==> config.mk <==
export PLATFORM = sky130hd
export DESIGN_NAME = array_heap
export DESIGN_NICKNAME = d
export VERILOG_FILES = /design/src/rtl/array_heap_pkg.sv /design/src/rtl/array_free_stack.sv /design/src/rtl/array_heap.sv
export SDC_FILE = /design/constraint.sdc
export NUM_CORES = 1
export LEC_CHECK = 0
export CORE_MARGIN = 4
export CORE_UTILIZATION = 25
export DETAILED_ROUTE_END_ITERATION = 6
export GPL_ROUTABILITY_DRIVEN = 0
export GPL_TIMING_DRIVEN = 1
export PLACE_DENSITY_LB_ADDON = 0.15
export SYNTH_ARGS = -nofsm -noshare
export SYNTH_HDL_FRONTEND = slang
export SYNTH_SLANG_ARGS = --single-unit
==> constraint.sdc <==
create_clock -name clock -period 3.65 [get_ports clock]
set_clock_uncertainty 0.05 [all_clocks]
set_input_delay 0.9125 -clock clock [delete_from_list [all_inputs] [get_ports clock]]
set_output_delay 0.9125 -clock clock [all_outputs]
set_load 0.01 [all_outputs]
==> src/rtl/array_heap_pkg.sv <==
// Shared types and helpers for the array heap: command opcodes, the
// registered response record and the derived-width helper functions.
package array_heap_pkg;

   // Command opcodes; encodings 5..7 are rejected as illegal.
   typedef enum logic [2:0] {
      OP_ALLOC = 3'd0,
      OP_FREE  = 3'd1,
      OP_READ  = 3'd2,
      OP_WRITE = 3'd3,
      OP_SIZE  = 3'd4
   } op_t;

   // Widest element the response record can carry; narrower element widths
   // use the low bits and leave the rest at zero.
   localparam int unsigned RSP_DW = 64;

   // One registered response: result data plus the reject flag.
   typedef struct packed {
      logic [RSP_DW-1:0] data;
      logic              err;
   } rsp_t;

   // Array id width: ceil(log2(n)), never below one bit.
   function automatic int unsigned calc_aw(input int unsigned n);
      return (n <= 1) ? 1 : $clog2(n);
   endfunction

   // Element index width: ceil(log2(n)), never below one bit.
   function automatic int unsigned calc_iw(input int unsigned n);
      return (n <= 1) ? 1 : $clog2(n);
   endfunction

endpackage

==> src/rtl/array_free_stack.sv <==
// LIFO of freed array ids. Freed ids are handed back out most-recent-first.
// Depth equals the number of arrays, so legal use can never overflow it;
// push while full and pop while empty are ignored.
module array_free_stack
   import array_heap_pkg::*;
#(
   parameter int unsigned NArrays = 4,
   parameter int unsigned AW      = calc_aw(NArrays)
) (
   input  logic          clock,
   input  logic          reset_n,
   input  logic          i_push,
   input  logic          i_pop,
   input  logic [AW-1:0] i_push_id,
   output logic [AW-1:0] o_top,
   output logic          o_empty
);

   localparam logic [AW:0] SP_ONE = (AW+1)'(1);

   logic [AW:0]   r_sp;
   logic [AW-1:0] r_mem [NArrays];
   logic [AW-1:0] w_top_idx;
   logic [AW-1:0] w_push_idx;
   logic          w_full;

   assign w_top_idx  = AW'(r_sp - SP_ONE);
   assign w_push_idx = AW'(r_sp);
   assign w_full     = (32'(r_sp) >= NArrays);
   assign o_empty    = (r_sp == '0);
   assign o_top      = o_empty ? '0 : r_mem[w_top_idx];

   // Stack pointer: counts stored ids, cleared by reset.
   always_ff @(posedge clock or negedge reset_n) begin
      if (!reset_n) begin
         r_sp <= '0;
      end else if (i_push && !w_full) begin
         r_sp <= r_sp + SP_ONE;
      end else if (i_pop && !o_empty) begin
         r_sp <= r_sp - SP_ONE;
      end
   end

   // Id storage: contents are meaningless until pushed, so no reset.
   always_ff @(posedge clock) begin
      if (i_push && !w_full) begin
         r_mem[w_push_idx] <= i_push_id;
      end
   end

endmodule

==> src/rtl/array_heap.sv <==
// Array heap: up to NArrays fixed-size arrays of NArea elements in one heap
// memory. Commands arrive over a valid/ready channel and each accepted
// command yields exactly one registered response one cycle later.
//
// Handshake: a command transfers on a rising edge where cmd_valid && cmd_ready;
// a response transfers on a rising edge where rsp_valid && rsp_ready. The
// response register holds one entry, so cmd_ready = !rsp_valid || rsp_ready,
// allowing a new command in the same cycle the old response drains. While
// rsp_valid && !rsp_ready the response outputs stay frozen. A rejected command
// (rsp_err=1) returns data 0 and changes no state.
module array_heap
   import array_heap_pkg::*;
#(
   parameter int unsigned MemoryElementWidth = 12,
   parameter int unsigned NArrays            = 4,
   parameter int unsigned NArea              = 3,
   parameter int unsigned AW                 = calc_aw(NArrays),
   parameter int unsigned IW                 = calc_iw(NArea)
) (
   input  logic                          clock,
   input  logic                          reset_n,
   input  logic                          cmd_valid,
   output logic                          cmd_ready,
   input  logic [2:0]                    cmd_op,
   input  logic [AW-1:0]                 cmd_array,
   input  logic [IW-1:0]                 cmd_index,
   input  logic [MemoryElementWidth-1:0] cmd_data,
   output logic                          rsp_valid,
   input  logic                          rsp_ready,
   output logic [MemoryElementWidth-1:0] rsp_data,
   output logic                          rsp_err,
   output logic [AW:0]                   in_use,
   output logic [AW:0]                   high_water
);

   localparam int unsigned HD  = NArrays * NArea;
   localparam int unsigned HAW = calc_aw(HD);
   localparam int unsigned LW  = IW + 1;
   localparam logic [AW:0] CNT_ONE = (AW+1)'(1);
   localparam logic [LW-1:0] LEN_ONE = LW'(1);

   // Reset synchronizer output (asynchronous assert, synchronous release).
   logic [1:0] r_rst_sync;
   logic       w_rst_n;

   // Architectural state.
   logic                          r_rsp_valid;
   rsp_t                          r_rsp;
   logic [MemoryElementWidth-1:0] r_heap [HD];
   logic [LW-1:0]                 r_len [NArrays];
   logic [NArrays-1:0]            r_alloc;
   logic [AW:0]                   r_fresh;
   logic [AW:0]                   r_in_use;
   logic [AW:0]                   r_high_water;

   // Decode and datapath.
   op_t           w_op;
   rsp_t          w_rsp;
   logic          w_fire;
   logic          w_arr_in_range;
   logic          w_arr_live;
   logic          w_idx_in_area;
   logic          w_idx_in_len;
   logic          w_can_fresh;
   logic [LW-1:0] w_cur_len;
   logic [LW-1:0] w_idx_plus1;
   logic [HAW-1:0] w_addr;
   logic [AW:0]   w_in_use_inc;
   logic          w_do_alloc;
   logic          w_alloc_pop;
   logic [AW-1:0] w_alloc_id;
   logic          w_do_free;
   logic          w_do_write;
   logic          w_push;
   logic          w_pop;
   logic [AW-1:0] w_stk_top;
   logic          w_stk_empty;

   // Reset synchronizer: internal reset releases two edges after reset_n rises.
   always_ff @(posedge clock or negedge reset_n) begin
      if (!reset_n) begin
         r_rst_sync <= 2'b00;
      end else begin
         r_rst_sync <= {r_rst_sync[0], 1'b1};
      end
   end
   assign w_rst_n = r_rst_sync[1];

   assign cmd_ready  = w_rst_n && (!r_rsp_valid || rsp_ready);
   assign w_fire     = cmd_valid && cmd_ready;
   assign rsp_valid  = r_rsp_valid;
   assign rsp_data   = r_rsp.data[MemoryElementWidth-1:0];
   assign rsp_err    = r_rsp.err;
   assign in_use     = r_in_use;
   assign high_water = r_high_water;

   assign w_op           = op_t'(cmd_op);
   assign w_arr_in_range = (32'(cmd_array) < NArrays);
   assign w_arr_live     = w_arr_in_range && r_alloc[cmd_array];
   assign w_cur_len      = w_arr_in_range ? r_len[cmd_array] : '0;
   assign w_idx_in_area  = (32'(cmd_index) < NArea);
   assign w_idx_plus1    = LW'(cmd_index) + LEN_ONE;
   assign w_idx_in_len   = (LW'(cmd_index) < w_cur_len);
   assign w_can_fresh    = (32'(r_fresh) < NArrays);
   assign w_in_use_inc   = r_in_use + CNT_ONE;
   // Element address; HAW bits always hold the largest legal address.
   assign w_addr = HAW'(cmd_array) * HAW'(NArea) + HAW'(cmd_index);

   assign w_push = w_fire && w_do_free;
   assign w_pop  = w_fire && w_alloc_pop;

   array_free_stack #(
      .NArrays (NArrays),
      .AW      (AW)
   ) u_free_stack (
      .clock     (clock),
      .reset_n   (w_rst_n),
      .i_push    (w_push),
      .i_pop     (w_pop),
      .i_push_id (cmd_array),
      .o_top     (w_stk_top),
      .o_empty   (w_stk_empty)
   );

   // Command decode: pick the action and build the response for this command.
   always_comb begin
      w_rsp       = '0;
      w_do_alloc  = 1'b0;
      w_alloc_pop = 1'b0;
      w_alloc_id  = '0;
      w_do_free   = 1'b0;
      w_do_write  = 1'b0;
      case (w_op)
         OP_ALLOC: begin
            if (!w_stk_empty) begin
               w_do_alloc  = 1'b1;
               w_alloc_pop = 1'b1;
               w_alloc_id  = w_stk_top;
            end else if (w_can_fresh) begin
               w_do_alloc = 1'b1;
               w_alloc_id = r_fresh[AW-1:0];
            end else begin
               w_rsp.err = 1'b1;
            end
            if (w_do_alloc) begin
               w_rsp.data = RSP_DW'(w_alloc_id);
            end
         end
         OP_FREE: begin
            if (w_arr_live) begin
               w_do_free = 1'b1;
            end else begin
               w_rsp.err = 1'b1;
            end
         end
         OP_READ: begin
            if (w_arr_live && w_idx_in_len) begin
               w_rsp.data = RSP_DW'(r_heap[w_addr]);
            end else begin
               w_rsp.err = 1'b1;
            end
         end
         OP_WRITE: begin
            if (w_arr_live && w_idx_in_area) begin
               w_do_write = 1'b1;
            end else begin
               w_rsp.err = 1'b1;
            end
         end
         OP_SIZE: begin
            if (w_arr_live) begin
               w_rsp.data = RSP_DW'(w_cur_len);
            end else begin
               w_rsp.err = 1'b1;
            end
         end
         default: begin
            w_rsp.err = 1'b1;
         end
      endcase
   end

   // Response register: load on command accept, clear once consumed.
   always_ff @(posedge clock or negedge w_rst_n) begin
      if (!w_rst_n) begin
         r_rsp_valid <= 1'b0;
         r_rsp       <= '0;
      end else if (w_fire) begin
         r_rsp_valid <= 1'b1;
         r_rsp       <= w_rsp;
      end else if (rsp_ready) begin
         r_rsp_valid <= 1'b0;
      end
   end

   // Allocation bookkeeping: allocated bits, lengths, counters.
   always_ff @(posedge clock or negedge w_rst_n) begin
      if (!w_rst_n) begin
         r_alloc      <= '0;
         r_fresh      <= '0;
         r_in_use     <= '0;
         r_high_water <= '0;
         for (int i = 0; i < int'(NArrays); i++) begin
            r_len[i] <= '0;
         end
      end else if (w_fire) begin
         if (w_do_alloc) begin
            r_alloc[w_alloc_id] <= 1'b1;
            r_len[w_alloc_id]   <= '0;
            r_in_use            <= w_in_use_inc;
            if (w_in_use_inc > r_high_water) begin
               r_high_water <= w_in_use_inc;
            end
            if (!w_alloc_pop) begin
               r_fresh <= r_fresh + CNT_ONE;
            end
         end
         if (w_do_free) begin
            r_alloc[cmd_array] <= 1'b0;
            r_in_use           <= r_in_use - CNT_ONE;
         end
         if (w_do_write && (w_idx_plus1 > w_cur_len)) begin
            r_len[cmd_array] <= w_idx_plus1;
         end
      end
   end

   // Heap storage: synchronous write, contents survive reset.
   always_ff @(posedge clock) begin
      if (w_fire && w_do_write) begin
         r_heap[w_addr] <= cmd_data;
      end
   end

   // Response record bits above the element width are always zero.
   if (MemoryElementWidth < RSP_DW) begin : g_rsp_pad
      logic w_unused_rsp_pad;
      assign w_unused_rsp_pad = ^r_rsp.data[RSP_DW-1:MemoryElementWidth];
   end

endmodule

==> qor.tcl, run 1 <==
set qor(die-area_sq_um) 36400
set qor(place.detailed.hpwl_mm) 14.0
set qor(vias) 4518
set qor(drt_pre_antenna_iters) 4
set qor(post_synth.cell_area_avg_sq_um) 16.6
set qor(layout_setup_ws_ns) 0.113
set qor(synth_async_sr_flop_share_pct) 22.4
set qor(number_of_buffers_inserted_during_clock_tree_synthesis) 17
set qor(final_hold_viol_count) 0
set qor(worst-r2r-cell-count) 7
set qor(signed_area_change_from_the_synthesized_netlist_to_the_final_layout_pct) 24.3
set qor(first_global_vias) 4894
set qor(die_h_microns) 191
set qor(hold_path.class) {flop to async pin}
set qor(holdBufCountCts) 0
set qor(syn-cell-area_sq_um) 8360
set qor(detail_route.wl_per_cell_microns) 18.6
set qor(post-cts-setup-buffers) 0
set qor(globalRouteTotalUtil_pct) 11.2
set qor(critPathRequiredTime_ns) 3.75
set qor(clk_root_buffer_cell) {sky130_fd_sc_hd__clkbuf_16}
set qor(synth_cells) 504
set qor(power_mw) 5.43
set qor(p_int_mw) 3.93
set qor(p_sw_mw) 1.50
set qor(drt_first_iter_violations) 269
set qor(worst_slew_pin_slew_ns) 0.596
set qor(post-place-cells) 1016
set qor(drt_drc_violations_left) 0
set qor(worstSetupStartpointType) {input pin}
set qor(critical_path.max_fanout) 16
set qor(gr-usage-met3_pct) 2.51
set qor(cts_max_path_buffers) 2
set qor(place_ws_ns) -0.374
set qor(clkTransAtPathRegs_ns) 0.08
set qor(grt_setup_unrepaired) {true}
set qor(antenna_found_initial) 0
set qor(diodes) 0
set qor(p_leak_nw) 3.72
set qor(cts_tree) {yes}
set qor(overall_overflow_remaining_after_global_route) 0
set qor(grtUsageMet2_pct) 18.1
set qor(rows) 66
set qor(route.antenna.remaining_nets) 0
set qor(globalRouteMet1Util_pct) 15.4
set qor(netSwitchingFraction_pct) 27.6
set qor(comb_power_share_pct) 18.8
set qor(port-buffer-count) 43
set qor(timing.critical_path.to_type) {flop}
set qor(part_of_the_yosys_area_used_for_sequential_elements_pct) 67.8
set qor(layout.core_utilization_pct) 31.7
set qor(synth.net_count) 552
set qor(reg2reg_to) {r_len[10]}
set qor(rr_startpoint) {u_free_stack.r_sp[0]}
set qor(final_cells) 1048
set qor(timing.slew.headroom_pct) 60.2
set qor(period_minus_slack_ns) 3.54
set qor(clkLatencyLatePin_ns) 0.44
set qor(start_util_pct) 25.5
set qor(globalRoute.busiestLayer) {met2}
set qor(tns_ns) 0
set qor(clock_sinks) 196
set qor(power.share.sequential_pct) 47.4
set qor(synth.yosys.warnings) 0
set qor(setup_viol) 0
set qor(routed_wl_mm) 19.5
set qor(main_flop_type_after_synthesis) {sky130_fd_sc_hd__edfxtp_1}
set qor(final_max_slew_viol_count) 0
set qor(hold_slack_ns) 0.109
set qor(core_area_sq_um) 32800
set qor(synth_seq_cells) 196
set qor(numnets_final) 641
set qor(global_route_wire_length_before_repair_mm) 30.5
set qor(maxCapViolCount) 0
set qor(p_clk_share_pct) 33.8
set qor(outcome) {finished clean}
set qor(post_synth_num_cell_types) 57
set qor(die-width_microns) 191
set qor(fmax_mhz) 283
set qor(top_level_ports) 44
set qor(data_arrival_time_of_the_worst_path_ns) 3.63
set qor(htree_num_levels) 4
set qor(r2r_setup_slack_ns) 1.05
set qor(dpl_cell_area_sq_um) 9810
set qor(timing.final.crit_share_pct) 96.9
set qor(cts_resized) 0
set qor(routed_via_density) 4.31
set qor(worst_ir_drop_vdd_mv) 0.327
set qor(worstSetupPathType) {input pin to flop}
set qor(largest_net_degree_at_the_start_of_global_routing) 32
set qor(synth_enable_flop_cells) 152
set qor(design_area_sq_um) 10400
set qor(power_density_nw_per_um2) 522
set qor(drive_gt1_share_pct) 24.4
[final cells by class]
type / count / area, sq um
Sequential cell: 196 / 5670
Timing Repair Buffer: 93 / 980
Tap cell: 442 / 553
Multi-Input combinational cell: 268 / 2560
Clock inverter: 15 / 150
Clock buffer: 17 / 425
Fill cell: 3231 / 22400
Inverter: 17 / 63.8
[cell families after synthesis]
group	Yosys count	synth area share [%]
AOI/OAI and AO/OA	61	4.58
xor gates and xnor gates	6	0.629
adders and majority gates	25	3.92
buffers and inverters	40	2.11
DFF	196	67.8
muxes	65	14.2
other	1	0.0449
and+or+nand+nor	110	6.75
[state kept, by name (all words and copies together), names as in the netlist]
signal / flops
r_len: 12
r_fresh: 3
r_heap: 144
r_rst_sync: 2
rsp_err: 1
u_free_stack.r_mem: 8
in_use: 3
r_alloc: 4
rsp_valid: 1
rsp_data: 12
high_water: 3
u_free_stack.r_sp: 3
[cells in the mapped netlist, drive strengths merged, types with 2 or more instances]
| master | number | share of area (%) |
|---|---|---|
| nand3b | 2 | 0.18 |
| or2 | 2 | 0.15 |
| a21oi | 22 | 1.3 |
| a22oi | 4 | 0.36 |
| inv | 17 | 0.76 |
| and2 | 9 | 0.70 |
| mux4 | 42 | 11 |
| a31oi | 5 | 0.37 |
| o21a | 2 | 0.18 |
| nand2b | 4 | 0.30 |
| xor2 | 3 | 0.31 |
| o211ai | 3 | 0.27 |
| mux2i | 17 | 2.0 |
| nor3b | 3 | 0.27 |
| or3b | 2 | 0.24 |
| edfxtp | 152 | 55 |
| nand4 | 2 | 0.15 |
| and3 | 5 | 0.39 |
| mux2 | 6 | 0.81 |
| nand3 | 5 | 0.36 |
| o2bb2ai | 2 | 0.21 |
| nor3 | 6 | 0.42 |
| nor2b | 4 | 0.30 |
| fa | 2 | 0.48 |
| buf | 11 | 0.79 |
| nand2 | 28 | 1.3 |
| a2bb2o | 2 | 0.24 |
| ha | 23 | 3.4 |
| dfrtp | 44 | 13 |
| clkbuf | 12 | 0.55 |
| xnor2 | 3 | 0.31 |
| nor2 | 34 | 1.5 |
| o21ai | 11 | 0.66 |
[layout by cell type (no fill, tap or decap), drive strengths merged, types with 3 or more instances in the layout]
| cell type | Yosys | layout |
|---|---|---|
| nor3 | 6 | 6 |
| clkdlybuf4s50 | 0 | 43 |
| o211ai | 3 | 3 |
| mux2 | 6 | 6 |
| inv | 17 | 28 |
| edfxtp | 152 | 152 |
| ha | 23 | 23 |
| mux2i | 17 | 17 |
| mux4 | 42 | 42 |
| and2 | 9 | 9 |
| nand2b | 4 | 4 |
| buf | 11 | 50 |
| o21ai | 11 | 11 |
| clkinv | 0 | 3 |
| a31oi | 5 | 5 |
| dfrtp | 44 | 44 |
| nand3 | 5 | 5 |
| nor2 | 34 | 34 |
| clkbuf | 12 | 17 |
| a21oi | 22 | 22 |
| nand2 | 28 | 28 |
| nor3b | 3 | 3 |
| a22oi | 4 | 4 |
| xor2 | 3 | 3 |
| and3 | 5 | 5 |
| nor2b | 4 | 4 |
| xnor2 | 3 | 3 |
[power by group through the flow]
stage | sequential [mW] | clock (mW) | combinational [mW]
after floorplan | 2.62 | 0 | 0.637
after global placement | 2.62 | 0 | 1.02
after detailed placement | 2.62 | 0 | 1.04
after CTS | 2.57 | 1.90 | 1.04
after global routing | 2.59 | 1.98 | 1.15
final | 2.57 | 1.83 | 1.02
[worst max-delay path: stages]
cell	delay (ns)
sky130_fd_sc_hd__clkdlybuf4s50_1	0.46
sky130_fd_sc_hd__fa_1	0.61
sky130_fd_sc_hd__ha_2	0.19
sky130_fd_sc_hd__fa_1	0.46
sky130_fd_sc_hd__buf_12	0.19
sky130_fd_sc_hd__or3b_4	0.43
sky130_fd_sc_hd__nor2_1	0.18
sky130_fd_sc_hd__buf_6	0.19
[metal layers]
metal | vias to the layer above | wire length (microns)
met3 | 14 | 718
met4 | 0 | 164
met1 | 2318 | 9210
met2 | 68 | 9410
li1 | 2118 | -
met5 | - | 0
[how the worst max path moves through the flow]
stage | start | slack, ns | cells after the start | end
6_report | cmd_index[1] | 0.11 | 8 | r_heap[1][6]
3_5_place_dp | cmd_array[0] | -0.37 | 8 | r_heap[0][10]
2_1_floorplan | cmd_array[0] | -0.12 | 7 | r_heap[3][0]
5_1_grt | cmd_index[1] | -0.008 | 8 | r_heap[1][11]
4_1_cts | cmd_array[0] | 0.06 | 8 | r_heap[0][7]
3_3_place_gp | cmd_array[0] | -0.38 | 8 | r_heap[0][10]
Note: power is estimated with default switching activity, not from simulation.
==> run 2, diff against run 1 <==
CORE_MARGIN = 1   (was 4)
==> run 2 against run 1 <==
- register-to-register slack got worse by 0.10 ns
- critical path type unchanged
- sequential power is essentially flat
- power grew 2.4%
- critical path depth is 1 higher
- combinational power rose by 9%
- clock power rose by 3%
- largest cell class unchanged
- via count up 3.4%
==> qor.tcl, run 2 (synthesis results as in run 1) <==
set qor(hold_path.class) {flop to async pin}
set qor(drt_pre_antenna_iters) 5
set qor(worst_slew_pin_slew_ns) 0.630
set qor(rr_startpoint) {u_free_stack.r_sp[0]}
set qor(power_mw) 5.56
set qor(critPathRequiredTime_ns) 3.76
set qor(clkLatencyLatePin_ns) 0.44
set qor(drive_gt1_share_pct) 25.7
set qor(detail_route.wl_per_cell_microns) 18.8
set qor(numnets_final) 647
set qor(port-buffer-count) 43
set qor(worstPathCellList) {dlymetal6s2s_1 > fa_2 > ha_4 > fa_2 > buf_12 > clkbuf_16 > or3b_4 > nor3_4 > clkbuf_16}
set qor(layout_setup_ws_ns) 0.234
set qor(final_hold_viol_count) 0
set qor(signed_area_change_from_the_synthesized_netlist_to_the_final_layout_pct) 26.0
set qor(place.detailed.hpwl_mm) 14.0
set qor(drt_first_iter_violations) 249
set qor(worstSetupPathType) {input pin to flop}
set qor(timing.slew.headroom_pct) 57.4
set qor(clock_sinks) 196
set qor(first_global_vias) 5035
set qor(htree_num_levels) 4
set qor(drt_drc_violations_left) 0
set qor(critical_path.max_fanout) 7
set qor(maxCapViolCount) 0
set qor(critical-path-max-stage-delay_ns) 0.62
set qor(die-area_sq_um) 34200
set qor(setup.worst_path.start) {cmd_index[1]}
set qor(final_max_slew_viol_count) 0
set qor(clk_root_buffer_cell) {sky130_fd_sc_hd__clkbuf_16}
set qor(diodes) 0
set qor(rows) 66
set qor(setup_viol) 0
set qor(timing.final.crit_share_pct) 93.6
set qor(worst-r2r-cell-count) 8
set qor(routed_via_density) 4.43
set qor(vias) 4673
set qor(p_leak_nw) 3.80
set qor(overall_overflow_remaining_after_global_route) 0
set qor(layout_common_cells) {sky130_fd_sc_hd__edfxtp_1 (152), sky130_fd_sc_hd__dfrtp_1 (43), sky130_fd_sc_hd__mux4_2 (41)}
set qor(data_arrival_time_of_the_worst_path_ns) 3.53
set qor(routed_wl_mm) 19.8
set qor(worst_ir_drop_vdd_mv) 0.268
set qor(top_level_ports) 44
set qor(die-width_microns) 185
set qor(globalRouteTotalUtil_pct) 12.4
set qor(mostFrequentLayoutCell) {sky130_fd_sc_hd__edfxtp_1}
set qor(worstSetupStartpointType) {input pin}
set qor(cts_max_path_buffers) 2
set qor(dpl_cell_area_sq_um) 9820
set qor(r2r_setup_slack_ns) 0.95
set qor(die_h_microns) 185
set qor(global_route_wire_length_before_repair_mm) 31.0
set qor(route.antenna.remaining_nets) 0
set qor(fmax_mhz) 293
set qor(reg2reg_to) {r_len[10]}
set qor(outcome) {finished clean}
set qor(start_util_pct) 25.6
set qor(largest_reg_flops) 144
set qor(antenna_found_initial) 0
set qor(regMostFlops) {r_heap}
set qor(wl_met1_mm) 9.25
set qor(cts_tree) {yes}
set qor(clkTransAtPathRegs_ns) 0.08
set qor(number_of_buffers_inserted_during_clock_tree_synthesis) 17
set qor(largest_net_degree_at_the_start_of_global_routing) 26
set qor(period_minus_slack_ns) 3.42
set qor(power_density_nw_per_um2) 528
set qor(routed_met3_length_microns) 826
set qor(route.top_layer_used) {met4}
set qor(worst_path_max_delay_cell) {sky130_fd_sc_hd__fa_2}
set qor(met2_wirelength_mm) 9.55
set qor(grt_setup_unrepaired) {false}
set qor(place_ws_ns) -0.380
set qor(timing.critical_path.to_type) {flop}
set qor(core_area_sq_um) 32700
set qor(design_area_sq_um) 10500
[run 2: cell count changes in the layout (fill, tap and decap cells not counted), sizes merged]
cell | before | now
clkbuf | 17 | 19
clkinv | 3 | 9
inv | 28 | 22
clkdlybuf4s50 | 43 | 40
dlymetal6s2s | 0 | 3
buf | 50 | 54
[run 2: timing repair]
action                                  in CTS  in global routing
resized for setup                            0                  8
endpoints found under the hold margin        0                  0
buffers inserted                             0                  2
endpoints found under the setup margin       0                 22
hold buffers                                 0                  0
[run 2: worst max path at each step]
stage / end / depth (start not counted)
after global placement: r_heap[0][1] / 8
final: r_heap[0][4] / 9
after floorplan: r_heap[3][0] / 7
after detailed placement: r_heap[0][1] / 8
after global routing: r_heap[0][4] / 9
after CTS: r_heap[0][1] / 8
[run 2: per-stage QoR]
| step | hold slack [ns] | util (%) | setup TNS, ns | instances |
|---|---|---|---|---|
| 2_1_floorplan | 0.281 | - | -5.06 | 504 |
| 3_3_place_gp | 0.206 | 30.0 | -47.72 | 1018 |
| 3_5_place_dp | 0.201 | 30.0 | -45.90 | 1018 |
| 4_1_cts | 0.210 | 31.9 | 0 | 1050 |
| 5_1_grt | 0.231 | 32.2 | 0 | 1054 |
| 6_report | 0.188 | 32.2 | 0 | 1054 |
[run 2: worst max-delay path, delay by kind of cell]
family                     cells  cell delay [ns]
buffers and inverters          4             0.66
and+or+nand+nor                2             0.70
adders and majority gates      3             1.24
[run 2: layer usage]
metal | global-route usage (%) | vias up
li1 | - | 2134
met1 | 16.5 | 2423
met2 | 20.5 | 100
met3 | 2.58 | 16
met4 | 3.47 | 0
met5 | 0 | -
[run 2: power breakdown]
| part | leakage [nW] | total (mW) | internal, mW | switching (mW) |
|---|---|---|---|---|
| Clock | 0.292 | 1.88 | 0.930 | 0.947 |
| Sequential | 1.94 | 2.57 | 2.49 | 0.0889 |
| Combinational | 1.57 | 1.11 | 0.576 | 0.534 |
| Total | 3.80 | 5.56 | 3.99 | 1.57 |
[run 2: area by class of cell]
| class | instances | area (sq um) |
|---|---|---|
| clock buffer | 17 | 425 |
| clock inverter | 15 | 184 |
| fill | 3227 | 22200 |
| inverter | 17 | 63.8 |
| multi-input combinational | 268 | 2580 |
| sequential | 196 | 5670 |
| tap | 442 | 553 |
| timing repair buffer | 99 | 1070 |
==> run 3, diff against run 2 <==
SYNTH_HIERARCHICAL = 1   (was not set)
==> run 3 against run 2 <==
- flip-flop and latch count stayed put
- via count is 3.1% lower
- first-iteration DRC count increased by 1.2%
- critical path depth decreased by 2
- final cell count is 1.7% lower
- power shrank 2.6%
- global-route usage decreased by 0.23 points
- non-clock buffer count shrank 14
- core utilization shrank 0.74 points
- clock power is 2% lower
- worst setup slack worse by 0.13 ns
- critical path type unchanged
- largest cell class unchanged
- highest routed layer unchanged
==> qor.tcl, run 3 <==
set qor(outcome) {finished clean}
set qor(routed_via_density) 4.37
set qor(port-buffer-count) 43
set qor(path_common_cell) {sky130_fd_sc_hd__fa_1}
set qor(synth_common_cells) {sky130_fd_sc_hd__edfxtp_1 (152), sky130_fd_sc_hd__dfrtp_1 (44), sky130_fd_sc_hd__mux4_2 (39)}
set qor(yosys.area.top_type) {sky130_fd_sc_hd__edfxtp_1}
set qor(drt_drc_violations_left) 0
set qor(final_max_slew_viol_count) 0
set qor(synth_enable_flop_cells) 152
set qor(timing.slew.headroom_pct) 63.2
set qor(final_cells) 1036
set qor(diodes) 0
set qor(regMostFlops) {r_heap}
set qor(drt_first_iter_violations) 252
set qor(yosysMostFrequentCell) {sky130_fd_sc_hd__edfxtp_1}
set qor(htree_num_levels) 4
set qor(signed_area_change_from_the_synthesized_netlist_to_the_final_layout_pct) 22.7
set qor(layout.core_utilization_pct) 31.5
set qor(worstSetupPathType) {input pin to flop}
set qor(die-area_sq_um) 34500
set qor(rows) 66
set qor(post_synth_num_cell_types) 52
set qor(number_of_buffers_inserted_during_clock_tree_synthesis) 17
set qor(detail_route.wl_per_cell_microns) 18.7
set qor(core_area_sq_um) 32900
set qor(synth_largest_type_area_fraction_pct) 54.1
set qor(period_minus_slack_ns) 3.55
set qor(synth_async_sr_flop_share_pct) 22.4
set qor(route.antenna.remaining_nets) 0
set qor(timing.final.crit_share_pct) 97.2
set qor(part_of_the_yosys_area_used_for_sequential_elements_pct) 67.2
set qor(p_leak_nw) 3.70
set qor(cts_max_path_buffers) 2
set qor(synth_seq_cells) 196
set qor(setup_viol) 0
set qor(final_hold_viol_count) 0
set qor(nFillCells) 3278
set qor(routed_wl_mm) 19.4
set qor(worst_path_max_delay_cell) {sky130_fd_sc_hd__fa_1}
set qor(main_flop_type_after_synthesis) {sky130_fd_sc_hd__edfxtp_1}
set qor(hold_path.class) {flop to async pin}
set qor(overall_overflow_remaining_after_global_route) 0
set qor(post_synth.cell_area_avg_sq_um) 16.8
set qor(critPathRequiredTime_ns) 3.73
set qor(clkLatencyLatePin_ns) 0.43
set qor(synth_cells) 503
set qor(largest_net_degree_at_the_start_of_global_routing) 27
set qor(clock_sinks) 196
set qor(fmax_mhz) 282
set qor(critical_path.max_fanout) 9
set qor(numnets_final) 629
set qor(synth.yosys.warnings) 6
set qor(grt_setup_unrepaired) {false}
set qor(layout_common_cells) {sky130_fd_sc_hd__edfxtp_1 (152), sky130_fd_sc_hd__dfrtp_1 (43), sky130_fd_sc_hd__clkdlybuf4s50_1 (43)}
set qor(clk_root_buffer_cell) {sky130_fd_sc_hd__clkbuf_16}
set qor(die-width_microns) 186
set qor(globalRouteTotalUtil_pct) 12.2
set qor(worst_ir_drop_vdd_mv) 0.313
set qor(mostFrequentLayoutCell) {sky130_fd_sc_hd__edfxtp_1}
set qor(critical-path-max-stage-delay_ns) 0.57
set qor(worstPathCellList) {clkdlybuf4s50_1 > fa_1 > ha_2 > fa_1 > or3b_1 > nor3_2 > buf_4}
set qor(post-place-cells) 1004
set qor(largest_reg_flops) 144
set qor(maxCapViolCount) 0
set qor(layout_setup_ws_ns) 0.103
set qor(global_route_wire_length_before_repair_mm) 30.5
set qor(vias) 4528
set qor(synth.net_count) 551
set qor(synth_top_cells_by_area) {sky130_fd_sc_hd__edfxtp_1 (54%), sky130_fd_sc_hd__dfrtp_1 (13%), sky130_fd_sc_hd__mux4_2 (10%)}
set qor(power_density_nw_per_um2) 523
set qor(start_util_pct) 25.6
set qor(worstSetupStartpointType) {input pin}
set qor(syn-cell-area_sq_um) 8430
set qor(clkTransAtPathRegs_ns) 0.07
set qor(drive_gt1_share_pct) 21.7
set qor(timing.critical_path.to_type) {flop}
set qor(worst_slew_pin_slew_ns) 0.550
set qor(first_global_vias) 4815
set qor(place_ws_ns) -0.362
set qor(drt_pre_antenna_iters) 4
set qor(data_arrival_time_of_the_worst_path_ns) 3.63
set qor(cts_tree) {yes}
set qor(place.detailed.hpwl_mm) 14.0
set qor(die_h_microns) 186
set qor(top_level_ports) 44
set qor(antenna_found_initial) 0
-- run 3: power breakdown --
group / internal (mW) / total (mW) / leakage (nW) / switching [mW]
combinational: 0.490 / 1.02 / 1.47 / 0.528
sequential: 2.48 / 2.55 / 1.95 / 0.0739
clock: 0.968 / 1.84 / 0.283 / 0.874
-- run 3: kinds of logic after synthesis --
group,share of synthesized area [%]
other,0.0445
XOR/XNOR,0.520
flip-flops,67.2
multiplexers,14.6
adder cells (fa/ha/maj),3.89
AO/OA/AOI/OAI,5.00
AND/OR/NAND/NOR,6.23
buffers and inverters,2.52
-- run 3: layout make-up --
cell class | count | area, sq um | area share [%]
multi-input combinational | 263 | 2590 | 25.0
timing repair buffer | 85 | 896 | 8.66
clock inverter | 14 | 148 | 1.43
inverter | 18 | 67.6 | 0.653
sequential | 196 | 5670 | 54.8
tap | 442 | 553 | 5.35
clock buffer | 18 | 429 | 4.15
-- run 3: routing by layer --
metal	wire length (microns)	track usage, %	part of all wire, %	vias up
li1	-	-	-	2102
met5	0	0	0	-
met3	691	2.39	3.6	10
met2	9150	19.8	47	85
met4	178	3.28	0.92	0
met1	9340	16.6	48	2331
-- run 3: critical path, delay by kind of cell --
kind	cells	cell delay, ns
adder cells (fa/ha/maj)	3	1.26
buffers and inverters	2	0.74
AND/OR/NAND/NOR	2	0.70
-- run 3: timing repair --
action                     in CTS  in global routing
setup endpoints to repair       0                  1
resized for setup               0                  2
buffers inserted                0                  0
hold buffers                    0                  0
-- run 3: path summary, 6_finish.rpt --
path / startpoint / end / slack, ns / cells after the start
max: cmd_array[1] / r_heap[0][7] / 0.10 / 7
min: r_rst_sync[1] / rsp_data[10] / 0.19 / 0
max reg2reg: u_free_stack/r_sp[0] / r_len[5] / 0.82 / 7
min reg2reg: r_rst_sync[1] / rsp_data[10] / 0.19 / 0
max in group asynchronous: r_rst_sync[1] / rsp_data[1] / 2.61 / 1
min in group clock: r_rst_sync[0] / r_rst_sync[1] / 0.30 / 0
-- run 3: metrics by stage --
stage | TNS (ns) | hold slack (ns) | cell area [sq um] | total power, mW
6_report | 0 | 0.189 | 10300 | 5.41
5_1_grt | 0 | 0.244 | 10300 | 5.69
4_1_cts | 0 | 0.225 | 10300 | 5.51
3_5_place_dp | -31.12 | 0.224 | 9760 | 3.64
3_3_place_gp | -33.75 | 0.213 | 9760 | 3.62
2_1_floorplan | 0 | 0.281 | 8460 | 3.24
